File: src/rtl/pop.sv
// pop: TSMP framer arbitrating hcp/plc payload streams (i_clk, i_rst_n, hcp/plc data+valid->ready, hcp type) into ov_data/o_data_wr with MAC header and IFG
module pop #(
  parameter int DATA_WIDTH = 9,
  parameter logic [47:0] DMAC = 48'h0123_4567_89AB,
  parameter logic [47:0] SMAC = 48'h6655_4433_2211,
  parameter int IFG = 2
) (
  input  logic                  i_clk,
  input  logic                  i_rst_n,
  input  logic [DATA_WIDTH-1:0] iv_data_hcp2pop,
  input  logic                  i_data_wr_hcp2pop,
  input  logic [7:0]            iv_type_hcp2pop,
  output logic                  o_ready_pop2hcp,
  input  logic [DATA_WIDTH-1:0] iv_data_plc2pop,
  input  logic                  i_data_wr_plc2pop,
  output logic                  o_ready_pop2plc,
  output logic [DATA_WIDTH-1:0] ov_data,
  output logic                  o_data_wr
);
  typedef enum logic [1:0] {IDLE, HEAD, BODY, GAP} state_t;
  state_t state;
  logic [3:0] cnt;
  logic [7:0] typ, hdr;
  logic last_hcp, g_hcp, first;
  logic hcp_req, plc_req, win_hcp, acc;
  logic [DATA_WIDTH-1:0] din;
  logic [31:0] dsh;
  logic [47:0] ssh;
  always_comb begin
    hcp_req = i_data_wr_hcp2pop & iv_data_hcp2pop[DATA_WIDTH-1];
    plc_req = i_data_wr_plc2pop & iv_data_plc2pop[DATA_WIDTH-1];
    win_hcp = hcp_req & (~plc_req | ~last_hcp);
    o_ready_pop2hcp = i_rst_n & (((state == IDLE) & i_data_wr_hcp2pop & ~iv_data_hcp2pop[DATA_WIDTH-1]) | ((state == BODY) & g_hcp));
    o_ready_pop2plc = i_rst_n & (((state == IDLE) & i_data_wr_plc2pop & ~iv_data_plc2pop[DATA_WIDTH-1]) | ((state == BODY) & ~g_hcp));
    din = g_hcp ? iv_data_hcp2pop : iv_data_plc2pop;
    acc = g_hcp ? i_data_wr_hcp2pop : i_data_wr_plc2pop;
    dsh = DMAC[31:0] << {cnt - 4'd2, 3'b000};
    ssh = SMAC << {cnt - 4'd6, 3'b000};
    hdr = cnt == 4'd1 ? typ : cnt < 4'd6 ? dsh[31:24] : cnt < 4'd12 ? ssh[47:40] : cnt == 4'd12 ? 8'hFF : 8'h01;
  end
  always_ff @(posedge i_clk or negedge i_rst_n)
    if (!i_rst_n) begin
      state <= IDLE;
      cnt <= 4'd0;
      typ <= 8'hFF;
      last_hcp <= 1'b0;
      g_hcp <= 1'b0;
      first <= 1'b0;
      ov_data <= '0;
      o_data_wr <= 1'b0;
    end else begin
      o_data_wr <= 1'b0;
      case (state)
        IDLE: if (hcp_req | plc_req) begin
          state <= HEAD;
          cnt <= 4'd1;
          g_hcp <= win_hcp;
          last_hcp <= win_hcp;
          typ <= win_hcp ? iv_type_hcp2pop : 8'h16;
          ov_data <= {1'b1, DMAC[47:40]};
          o_data_wr <= 1'b1;
        end
        HEAD: begin
          ov_data <= {1'b0, hdr};
          o_data_wr <= 1'b1;
          cnt <= cnt + 4'd1;
          if (cnt == 4'd13) begin
            state <= BODY;
            first <= 1'b1;
          end
        end
        BODY: if (acc) begin
          ov_data <= first ? {1'b0, din[7:0]} : din;
          o_data_wr <= 1'b1;
          first <= 1'b0;
          if (!first && din[DATA_WIDTH-1]) begin
            state <= GAP;
            cnt <= 4'd0;
          end
        end
        GAP: begin
          cnt <= cnt + 4'd1;
          if (cnt == 4'(IFG - 1)) state <= IDLE;
        end
        default: state <= IDLE;
      endcase
    end
endmodule

File: config.mk
export PLATFORM = sky130hd
export DESIGN_NAME = pop
export DESIGN_NICKNAME = d
export VERILOG_FILES = /design/src/rtl/pop.sv
export SDC_FILE = /design/constraint.sdc
export NUM_CORES = 1
export LEC_CHECK = 0
export BUFFER_PORTS_ARGS = -buffer_cell sky130_fd_sc_hd__buf_2
export CAP_MARGIN = 20
export CORE_MARGIN = 3
export CORE_UTILIZATION = 30
export DETAILED_ROUTE_END_ITERATION = 8
export PLACE_DENSITY = 0.5
export SETUP_SLACK_MARGIN = 0.05
export SLEW_MARGIN = 20
export SYNTH_ARGS = -nofsm -noshare
export SYNTH_HDL_FRONTEND = slang
export SYNTH_SLANG_ARGS = --single-unit
File: constraint.sdc
create_clock -name i_clk -period 2.75 [get_ports i_clk]
set_clock_uncertainty 0.1 [all_clocks]
set_input_delay 0.4125 -clock i_clk [delete_from_list [all_inputs] [get_ports i_clk]]
set_output_delay 0.4125 -clock i_clk [all_outputs]
set_load 0.1 [all_outputs]
Word-level counts from Yosys, hierarchy flattened. Index checks and enable logic that the tools add are counted.

Flip-flop bits (word level): 26. Bits of input ports: 30. Output and inout port bits: 12. Word-level logic and storage cells: 82.

Add/sub/neg operators: 3. Order comparisons: 2. Equal/unequal tests: 11. Shift operators: 2. Muxes and demuxes: 27. Bitwise logic cells: 19. Reductions and logical operators: 11.

Operators with widths (number): $shl 47x7->48 const A (1); $mux 8 (5); $mux 9 (4); $shl 31x7->32 const A (1); $pmux 9 s3 (1); $mux 4 (3); $pmux 4 s3 (1); $and 1x1->1 (11); $mux 2 (5); $reduce_and 3->1 (3); $eq 4x4->1 const B (2); $pmux 2 s4 (1); $ne 2x2->1 const B (3); $mux 1 (5); $reduce_and 5->1 (1); $add 4x1->4 const B (1); $eq 2x2->1 const B (2); $eq 4x1->1 const B (1); $lt 4x3->1 const B (1); $lt 4x4->1 const B (1); $ne 2x1->1 const B (2); $not 1->1 (4); $or 1x1->1 (4); $sub 4x2->4 const B (1); 11 further kinds (11).

Longest topological paths before layout.
Word-level depth: 6. Gate-level depth with buffers: 7. Depth with buffers taken out: 6.

Worst setup path before layout. OpenSTA, ideal clock, no wires.

Kind: flip-flop to output port. From: reg state[0]. To: out o_ready_pop2plc. Arrival time: 1.962 ns. Path slack: 0.275 ns. Stages on the path, launching flop included: 7. Buffers on the path: 1. Path through: dfrtp_1 > inv_1 > ha_1 > buf_2 > inv_1 > o22ai_1 > and2_1.

Cells in the longest elaborated chain, start to end: 5.

Ends and longest elaborated chain: start, declared (RTL line 21) `state_t state;`; start signal, assigned (RTL line 43) `state <= IDLE;`; start signal, assigned (RTL line 55) `state <= HEAD;`; start signal, assigned (RTL line 68) `state <= BODY;`; $logic_not 2->1 (RTL line 34) `o_ready_pop2plc = i_rst_n & (((state == IDLE) & i_data_wr_plc2pop & ~iv_data_plc2pop[DATA_WIDTH-1]) | ((state ...`; $and 1x1->1 (2 in series) (RTL line 34); $or 1x1->1 (*) (RTL line 34); $and 1x1->1 (*) (RTL line 34); end, declared (RTL line 16) `output logic o_ready_pop2plc,`.

Mark *: on every way between the ends. The rest lies on a longest branch, timed or not.

Worst setup path in the final report. Ends and elaborated chain as after synthesis.

==> flow_summary.json <==
{
  "first_pass_iters": 4,
  "clkTransAtPathRegs_ns": 0.10,
  "std_cell_rows": 27,
  "synthSimpleGateAreaFrac_pct": 15.1,
  "synth_top_cell_by_area": "dfrtp_1",
  "die_y_um": 84.5,
  "grt_pass1_wl_um": 8130,
  "wl_per_cell_um": 16.2,
  "synth_edf_count": 0,
  "synth_area_um2": 1850,
  "multi_input_area_um2": 1100,
  "pwr-share-clk_pct": 10.8,
  "overflow": 0,
  "fillerInstances": 606,
  "syn-num-nets": 226,
  "period_share_pct": 91.5,
  "post-route-drc-count": 0,
  "min_period_ns": 2.51,
  "grt_max_degree": 18,
  "wl_um": 4840,
  "hpwl_um": 3820,
  "root_buffer": "clkbuf_8",
  "num-nets-final": 270,
  "synth-compound-area-share_pct": 24.7,
  "cts_made_buffers": 3,
  "fmax_mhz": 398,
  "fin_util_pct": 38.7,
  "insertion_delay_ns": 0.28,
  "drive_above_1_share_pct": 32.2,
  "combPwrFrac_pct": 65.4,
  "finalHoldViolations": 0,
  "synth_xor_xnor_area_share_pct": 0,
  "peakVddDrop_mv": 0.923,
  "p_leak_nw": 0.982,
  "holdWs_ns": 0.244,
  "rsz0062_at_grt": "false",
  "drt-initial-drc-count": 62,
  "grt_pass1_vias": 1617,
  "seqCellArea_um2": 661,
  "worstMarginPinSlew_ns": 0.594,
  "postPlaceCellArea_um2": 2140,
  "ys_async_sr_fraction_pct": 100,
  "p_per_area_nw_per_um2": 1370,
  "finalPower_w": 0.00305,
  "synthTopCellsByArea": "dfrtp_1 24%, dfstp_2 11%, ha_1 8.1%, mux2i_1 7.6%, nand2_1 3.0%",
  "clock-sinks": 26,
  "seqPwrFrac_pct": 23.8,
  "antenna_found_initial": 0,
  "antenna_left": 0,
  "setup-violations-final": 0,
  "synth_commonest_cells": "18 x dfrtp_1, 15 x nand2_1, 14 x mux2i_1",
  "syn_inst": 184,
  "area_growth_pct": 20.1,
  "cts_tree": "done",
  "netSwitchingFraction_pct": 51.8,
  "port_buffers": 41,
  "boundaryPins": 42,
  "syn-mean-instance-area_um2": 10.1,
  "initial_core_util_pct": 32.2,
  "hp-class": "primary input to flop",
  "grt.total_usage_pct": 14.0,
  "r2r-end": "state[1]",
  "synth_top_area_share_pct": 24.3,
  "worstSetupPathType": "flop to output pin",
  "globalplace.congestion": 0.827,
  "rrSetupSlack_ns": 0.49,
  "drv_slew": 0,
  "cts.path.max_buffers": 2,
  "via_per_inst": 5.16,
  "synth-seq-cells": 26,
  "crit_path_end_kind": "output pin",
  "num_antenna_cells": 0,
  "dieArea_um2": 7150,
  "p_sw_w": 0.00158,
  "internal_power_w": 0.00147,
  "crit-reg2reg-launch": "state[1]",
  "yosys_warnings": 0,
  "synth_cell_types": 53,
  "die_w_um": 84.5,
  "setup_tns_ns": 0,
  "synth_top_family_by_area": "compound AO/OA/AOI/OAI gates",
  "cp-endpoint": "o_ready_pop2plc",
  "num_vias": 1542,
  "synth_most_common_cell": "dfrtp_1",
  "ctsHtreeMaxLevel": 1,
  "worst_setup_path_start_kind": "flop",
  "crit_fanout": 8,
  "synthAdderAreaFrac_pct": 8.11,
  "worst_ep_required_time_ns": 2.24,
  "ys.flop_type": "dfrtp_1",
  "fin_area_um2": 2220,
  "relSlewSlack_pct": 60.4,
  "cp-startpoint": "state[0]",
  "synth-seq-area-share_pct": 35.7,
  "r2r_cells": 6,
  "cap_violations": 0,
  "crit_arrival_ns": 2.00,
  "core_area_um2": 5740,
  "synth_mux_area_share_pct": 11.2,
  "run_status": "finished clean"
}
## worst max-delay path, cell delays in order (launching register included)
cell and delay [ns]:
dfrtp_1 0.43, inv_1 0.13, ha_1 0.35, inv_1 0.23, o22ai_1 0.20, and2_1 0.19, buf_12 0.18
## power groups by stage
stage	clock (W)	sequential, W	combinational, W
after floorplan	0	0.00110	0.00123
after global placement	0	0.000743	0.00200
after detailed placement	0	0.000735	0.00201
after CTS	0.000337	0.000730	0.00201
after global routing	0.000357	0.000757	0.00217
final	0.000329	0.000726	0.00199
## layout make-up
type	count	area share [%]
multi-input cells	141	49.3
inverters	8	1.35
clock buffers	3	1.86
repair buffers	48	12.4
clock inverters	1	1.35
flip-flops and latches	26	29.7
well taps	72	4.05
## logic make-up after synthesis
kind of cell               count (synthesis)
AOI/OAI and AO/OA                         57
and+or+nand+nor                           53
DFF                                       26
muxes                                     19
buffers and inverters                     17
adders and majority gates                 12
## worst min path at each step
| stage | from | endpoint | slack, ns | cells past startpoint |
|---|---|---|---|---|
| floorplan | i_rst_n | cnt[0] | 0.02 | 0 |
| global placement | i_rst_n | state[0] | 0.21 | 1 |
| detailed placement | i_rst_n | state[0] | 0.21 | 1 |
| CTS | iv_type_hcp2pop[4] | typ[4] | 0.24 | 2 |
| global route | iv_type_hcp2pop[1] | typ[1] | 0.24 | 2 |
| finish | iv_type_hcp2pop[4] | typ[4] | 0.24 | 2 |
## routing by layer
metal	global-route usage [%]	vias up	routed length [µm]
met5	0	-	0
met4	1.29	0	20
met3	2.85	2	192
met2	23.4	33	2260
met1	19.4	726	2360
li1	-	781	-
## state kept, by name (all words and copies together), names as in the netlist
| register | count |
|---|---|
| cnt | 4 |
| first | 1 |
| ov_data | 9 |
| o_data_wr | 1 |
| g_hcp | 1 |
| typ | 8 |
| state | 2 |
## through the flow
stage | setup WS [ns] | std cells
3_3_place_gp | 0.517 | 294
6_report | 0.235 | 299
2_1_floorplan | 0.275 | 184
5_1_grt | 0.0899 | 299
3_5_place_dp | 0.497 | 294
4_1_cts | 0.200 | 299
## timing repair
action	4_1_cts	5_1_grt
endpoints found under the setup margin	0	0
endpoints found under the hold margin	5	0
setup buffers	0	0
resized for setup	0	0
hold buffers	1	0
## cells in the final DEF (no fill, tap or decap), types with 3 or more instances in the layout
| cell | instances |
|---|---|
| a21oi_1 | 8 |
| a22o_1 | 6 |
| a31oi_1 | 3 |
| buf_2 | 40 |
| buf_4 | 6 |
| clkbuf_8 | 3 |
| dfrtp_1 | 18 |
| dfstp_2 | 8 |
| ha_1 | 12 |
| inv_1 | 8 |
| mux2_2 | 3 |
| mux2i_1 | 14 |
| nand2_1 | 15 |
| nand2b_1 | 3 |
| nand3_1 | 6 |
| nor2_1 | 11 |
| nor3_1 | 3 |
| o21ai_0 | 5 |
| o21ai_1 | 3 |
| o22a_1 | 3 |
| o2bb2ai_1 | 4 |
| o311ai_0 | 3 |
(Power assumes the default switching activity.)
